===== config.mk =====
export PLATFORM = sky130hd
export DESIGN_NAME = midi_msg_decoder
export DESIGN_NICKNAME = d
export VERILOG_FILES = /design/src/rtl/midi_msg_decoder.sv
export SDC_FILE = /design/constraint.sdc
export NUM_CORES = 1
export LEC_CHECK = 0
export ABC_AREA = 1
export CORE_UTILIZATION = 35
export DETAILED_ROUTE_END_ITERATION = 6
export HOLD_SLACK_MARGIN = 0.08
export PLACE_DENSITY = 0.65
export REMOVE_ABC_BUFFERS = 1
export SYNTH_ARGS = -nofsm -noshare
export SYNTH_HDL_FRONTEND = slang
export SYNTH_SLANG_ARGS = --single-unit

===== constraint.sdc =====
create_clock -name CLK -period 4.75 [get_ports CLK]
set_input_delay 0.7125 -clock CLK [delete_from_list [all_inputs] [get_ports CLK]]
set_output_delay 0.7125 -clock CLK [all_outputs]
set_load 0.05 [all_outputs]

===== src/rtl/midi_msg_decoder.sv =====
// MIDI channel-voice parser with running status and monophonic last-note-priority gating.
// Drives note number, velocity, gate and program values for the downstream nco.
module midi_msg_decoder #(
    parameter int unsigned CHANNEL = 0,
    parameter bit          OMNI    = 1'b0
) (
    input  logic       CLK,
    input  logic       RST_N,
    input  logic [7:0] BYTE_IN,
    input  logic       BYTE_VALID,
    output logic [6:0] NOTE_NUM,
    output logic [6:0] NOTE_VEL,
    output logic [6:0] PROGRAM,
    output logic       GATE,
    output logic       NOTE_STB,
    output logic       PROG_STB
);

    localparam int unsigned DATA_W = 7;
    localparam logic [1:0]  IDLE    = 2'd0;
    localparam logic [1:0]  WAIT_D1 = 2'd1;
    localparam logic [1:0]  WAIT_D2 = 2'd2;

    logic [1:0]        state_q,    state_d;
    logic [7:0]        status_q,   status_d;
    logic [DATA_W-1:0] d1_q,       d1_d;
    logic [DATA_W-1:0] note_num_q, note_num_d;
    logic [DATA_W-1:0] note_vel_q, note_vel_d;
    logic [DATA_W-1:0] program_q,  program_d;
    logic              gate_q,     gate_d;
    logic              note_stb_q, note_stb_d;
    logic              prog_stb_q, prog_stb_d;

    logic              done;
    logic              note_off;
    logic              one_byte;
    logic              chan_ok;
    logic [DATA_W-1:0] msg_d1;
    logic [DATA_W-1:0] msg_d2;

    assign one_byte = (status_q[7:4] == 4'hC) || (status_q[7:4] == 4'hD);
    assign chan_ok  = OMNI || (status_q[3:0] == 4'(CHANNEL));

    // Byte classification, message assembly and completion actions
    always_comb begin
        state_d    = state_q;
        status_d   = status_q;
        d1_d       = d1_q;
        note_num_d = note_num_q;
        note_vel_d = note_vel_q;
        program_d  = program_q;
        gate_d     = gate_q;
        note_stb_d = 1'b0;
        prog_stb_d = 1'b0;
        done       = 1'b0;
        note_off   = 1'b0;
        msg_d1     = d1_q;
        msg_d2     = '0;

        // Realtime bytes (0xF8-0xFF) leave everything untouched
        if (BYTE_VALID && (BYTE_IN[7:3] != 5'b11111)) begin
            if (BYTE_IN[7:4] == 4'hF) begin
                state_d  = IDLE;
                status_d = '0;
            end else if (BYTE_IN[7]) begin
                status_d = BYTE_IN;
                state_d  = WAIT_D1;
            end else begin
                case (state_q)
                    WAIT_D1: begin
                        d1_d = BYTE_IN[6:0];
                        if (one_byte) begin
                            done   = 1'b1;
                            msg_d1 = BYTE_IN[6:0];
                        end else begin
                            state_d = WAIT_D2;
                        end
                    end
                    WAIT_D2: begin
                        done    = 1'b1;
                        msg_d2  = BYTE_IN[6:0];
                        state_d = WAIT_D1;
                    end
                    default: ;
                endcase
            end
        end

        if (done && chan_ok) begin
            case (status_q[7:4])
                4'h9: begin
                    if (msg_d2 != '0) begin
                        note_num_d = msg_d1;
                        note_vel_d = msg_d2;
                        gate_d     = 1'b1;
                        note_stb_d = 1'b1;
                    end else begin
                        note_off = 1'b1;
                    end
                end
                4'h8: note_off = 1'b1;
                4'hC: begin
                    program_d  = msg_d1;
                    prog_stb_d = 1'b1;
                end
                default: ;
            endcase
        end

        // Only the currently held note can be released
        if (note_off && gate_q && (msg_d1 == note_num_q)) begin
            note_vel_d = '0;
            gate_d     = 1'b0;
            note_stb_d = 1'b1;
        end
    end

    always_ff @(posedge CLK or negedge RST_N) begin
        if (!RST_N) begin
            state_q    <= IDLE;
            status_q   <= '0;
            d1_q       <= '0;
            note_num_q <= '0;
            note_vel_q <= '0;
            program_q  <= '0;
            gate_q     <= 1'b0;
            note_stb_q <= 1'b0;
            prog_stb_q <= 1'b0;
        end else begin
            state_q    <= state_d;
            status_q   <= status_d;
            d1_q       <= d1_d;
            note_num_q <= note_num_d;
            note_vel_q <= note_vel_d;
            program_q  <= program_d;
            gate_q     <= gate_d;
            note_stb_q <= note_stb_d;
            prog_stb_q <= prog_stb_d;
        end
    end

    assign NOTE_NUM = note_num_q;
    assign NOTE_VEL = note_vel_q;
    assign PROGRAM  = program_q;
    assign GATE     = gate_q;
    assign NOTE_STB = note_stb_q;
    assign PROG_STB = prog_stb_q;

endmodule


Word-level counts from Yosys, hierarchy flattened. Cells that the tools add are included.

Equal/unequal tests: 10. Multiplexer cells: 37. Bitwise operators: 2. Reduce and logical (&&, ||, !) cells: 18.

Operators by type and width (number): two-way mux 7 bit (13); equality test 4 bit (second input constant) (5); two-way mux 1 bit (16); two-way mux 8 bit (2); AND reduction 3 bit (3); nonzero test 2 bit (4); equality test 7 bit (1); nonzero test 7 bit (1); two-way mux 2 bit (3); inequality test 5 bit (second input constant) (1); logical AND 1 bit (4); zero test 4 bit (1); inequality test 4 bit (second input constant) (1); case mux 1 bit (2 select lines) (2); case mux 2 bit (2 select lines) (1); AND reduction 2 bit (2); AND reduction 4 bit (1); nonzero test 4 bit (1); equality test 2 x 1 -> 1 bit (second input constant) (1); equality test 2 bit (second input constant) (1); NOT 1 bit (2); logical OR 1 bit (1).

Register bits: 41. Input port bits: 11. Output and inout port bits: 24. Logic and storage cells: 76.

Depth between registers and ports, before layout.
Depth after elaboration: 13. Gate-level depth with buffers: 15. Mapped depth without buffers: 15.

Least setup slack after synthesis. Ideal clock, no wire load.

Kind: in2reg. Start: input port BYTE_VALID. End: register note_vel_q[1], in the netlist NOTE_VEL[1]. Setup time: 0.120 ns. Arrival: 1.721 ns. Required time: 4.630 ns. Slack: 2.909 ns. Cell stages on the path: 11. Buffers on the path: 1. Path through: clkbuf_8 > nand4_1 > o21ai_0 > nor2_1 > nand3_1 > nand2_1 > nand2_1 > nor2_1 > nand3_4 > nand3_1 > nand2_1.

Word-level cells in the longest chain between the ends: 10. Elaborated cells between the ends (all ways): 20. Classes of those cells: 1 x eq/ne; 10 x mux; 9 x reduce/logical.

RTL lines: start: declaration (line 10) `input logic BYTE_VALID,`; logical AND 1 bit * (line 61) `if (BYTE_VALID && (BYTE_IN[7:3] != 5'b11111)) begin`; two-way mux 7 bit (line 61); nonzero test 7 bit (line 92) `if (msg_d2 != '0) begin`; two-way mux 1 bit (line 92); case mux 1 bit (2 select lines) (line 90) `case (status_q[7:4])`; two-way mux 1 bit (line 89) `if (done && chan_ok) begin`; logical AND 1 bit (2 in a row) (line 111) `if (note_off && gate_q && (msg_d1 == note_num_q)) begin`; nonzero test 2 bit (no line); AND reduction 3 bit (no line); end signal: assignment (line 134) `note_vel_q <= note_vel_d;`; end: declaration (line 28) `logic [DATA_W-1:0] note_vel_q, note_vel_d;`.

Every way passes the cells marked *; elsewhere a longest branch is shown, timed or not. The select of a mux whose other input is x is not followed. A chain may end at the register's enable or synchronous reset.

Worst setup path after layout.
Start: input port BYTE_VALID. End: register note_vel_q[6], in the netlist NOTE_VEL[6].

The elaborated chain is that of the path after synthesis.

==> qor.txt <==
FP Rows: 27
Final min period: 2.80 ns
Clk network pwr share: 0.278
sw frac: 0.331
R2R depth: 10
Finished Cell Area: 0.00255 sq mm
share of layout cells above drive strength 1: 0.0919
Achievable Freq: 358 MHz
share of the synthesized area in the top cell type: 0.494
Initial Util: 0.370
DR vias: 1711
number of synthesized register bits: 41
final setup margin: 1.95 ns
Synthesis Warnings: 0
Sequential Area: 0.00103 sq mm
die area: 0.00624 sq mm
hold path depth: 2
Gate power share: 0.286
Skew-Pair Late Insertion Delay: 0.29 ns
CTS tree: yes
run status: finished, final reports clean
Critical Path Fanout Max: 26
Critical Path Start Type: input port
Syn Area/Cell: 8.37 sq um
final slew viol count: 0
Flop pwr share: 0.436
post-route core utilization: 0.455
port bufs: 34
# nets final: 296
CTS buffer count: 5
Layout Cells excl Fill: 355
Final Hold Vio Count: 0
crit path cell chain: clkdlybuf4s50_1 > nand3_1 > inv_1 > o31ai_1 > nand2_1 > nand3_2 > inv_1 > nand3_1 > nand2_1
Fill cells: 561
crit-path max cell delay: 0.76 ns
FF-to-FF setup slack: 2.49 ns
Setup WS pre-CTS: 1.67 ns
Tot GR Track Use: 0.161
RSZ-0062 raised after global routing: no
global-route wire length before repair: 7.58 mm
post-synthesis sequential area ratio: 0.494
Tightest Pin Transition: 0.892 ns
largest net degree at the start of global routing: 42
worst path buffer plus inverter count: 3
Switch Pwr: 321 uW
Power Dens Cells: 380 mW/mm^2
cell taking the most area after synthesis: dfrtp_1
DRC Markers: 0
DP HPWL: 3.22 mm
global-route congestion overflow total: 0
Worst-path clk slew: 0.08 ns
Worst EP arrival: 3.03 ns
maxcap violations: 0
crit path max-delay cell type: clkdlybuf4s50_1
Initial DRC Count: 74
Hold Path Class: flop to flop
n_diodes: 0
top area cells in the synthesized netlist: dfrtp_1, nand2_1, o21ai_0, inv_1, nand3_1
Post-Route WL: 4.32 mm
worst vdd ir: 176 uV
antenna viol nets, final: 0
area of the multi-input gates: 863 sq um
Post-Place Cells: 348
Layout area overhead: 22.8%
slew margin rel.: 0.405
commonest non-fill, non-tap cell in the layout: nand2_1
CP delay by family, top: buffers and inverters
post_cts resized: 0
vias in the first global route: 1579
Mapped Cells: 248
CP endpoint kind: flop
DRT Pass-1 Iters: 4
period utilisation layout: 0.589
Pint: 649 uW
CORE AREA: 0.00561 sq mm
crit path kind: input port to flop
Die Ht: 79.0 microns
skew final: 0.00529 ns
CTS Hold Bufs: 0
Lkg Pwr: 0.00125 uW
I/O pins: 35
Req. time, crit path: 4.99 ns
Die Wd: 79.0 microns
Cell Area, Synth: 0.00208 sq mm
post-CTS setup buffer count: 0
CP Depth: 9
most frequent cells in the layout: nand2_1, dfrtp_1, clkdlybuf4s50_1, inv_1, o21ai_0
Setup Viol. Count Final: 0
Placed Area: 0.00245 sq mm
GPL Wtd Cong: 0.819
unique cell type count in the Yosys netlist: 28
clock sink count: 41
Max clock buf depth: 2
initial antenna violation count: 0
WL/cell: 12.2 microns
Root Driver: clkbuf_8
setup tns final: 0 ns
H-tree depth: 2
vias per cell: 4.82
[path summary, 6_finish.rpt]
path,end,from
worst max-delay path,NOTE_VEL[6],BYTE_VALID
worst min-delay path,PROGRAM[3],PROGRAM[3]
worst max register to register,NOTE_VEL[6],state_q[0]
worst min register to register,PROGRAM[3],PROGRAM[3]
max in group asynchronous,state_q[1],RST_N
min in group asynchronous,PROGRAM[1],RST_N
[logic make-up after synthesis]
family | after synthesis | synth area share
and+or+nand+nor | 127 | 0.305
buffers and inverters | 41 | 0.0898
DFF | 41 | 0.494
AOI/OAI and AO/OA | 36 | 0.0946
adders and majority gates | 2 | 0.0121
xor gates and xnor gates | 1 | 0.00422
[registers in the layout, summed over array words and instances (netlist names), 2 cells and up]
signal / flops
NOTE_NUM: 7
PROGRAM: 7
status_q: 8
NOTE_VEL: 7
state_q: 2
d1_q: 7
[layout make-up]
| cell class | count | share of cell area |
|---|---|---|
| timing repair buffer | 34 | 0.132 |
| clock buffer | 5 | 0.0270 |
| clock inverter | 2 | 0.0137 |
| inverter | 35 | 0.0515 |
| sequential | 41 | 0.402 |
| tap | 72 | 0.0353 |
| multi-input combinational | 166 | 0.339 |
[synthesized netlist by cell type]
master,count
clkbuf_1,1
o21ai_2,1
nand2_1,69
dfrtp_1,41
nor2_8,1
or2_1,1
o31ai_1,2
clkbuf_8,3
o21ai_0,25
inv_1,31
a21oi_1,2
buf_2,2
nor2_4,1
inv_2,3
nor2_2,3
ha_1,2
nand3b_1,3
nor2_1,7
nand3_4,2
clkinv_1,1
nand4_1,10
nand3_1,21
nor3_1,2
xor2_1,1
nand3_2,3
o22ai_1,6
and2_2,1
nand2_2,3
[power groups by stage]
stage	logic (uW)	registers, uW	clock network, uW
floorplan	202	438	0
global placement	275	429	0
detailed placement	280	430	0
CTS	281	423	277
global route	325	429	290
finish	277	423	270
[worst register-to-register path, delay by kind of cell (launching register included)]
kind            cells  cell delay (ns)
simple gates        5             0.84
buf+inv             3             0.63
flops               1             0.38
fa+ha+maj           1             0.24
compound gates      1             0.13
[metal layers]
metal,vias to the layer above,GRT usage,wire length (microns)
met1,787,0.225,2090
met2,37,0.245,2000
li1,880,-,-
met4,0,0.0545,60
met5,-,0,0
met3,7,0.0345,171
[through the flow]
step	power, uW	hold WS (ns)
after floorplan	640	0.417
after global placement	704	0.464
after detailed placement	710	0.472
after CTS	982	0.491
after global routing	1040	0.507
final	970	0.483
No activity file was read; power rests on OpenSTA's default activity.
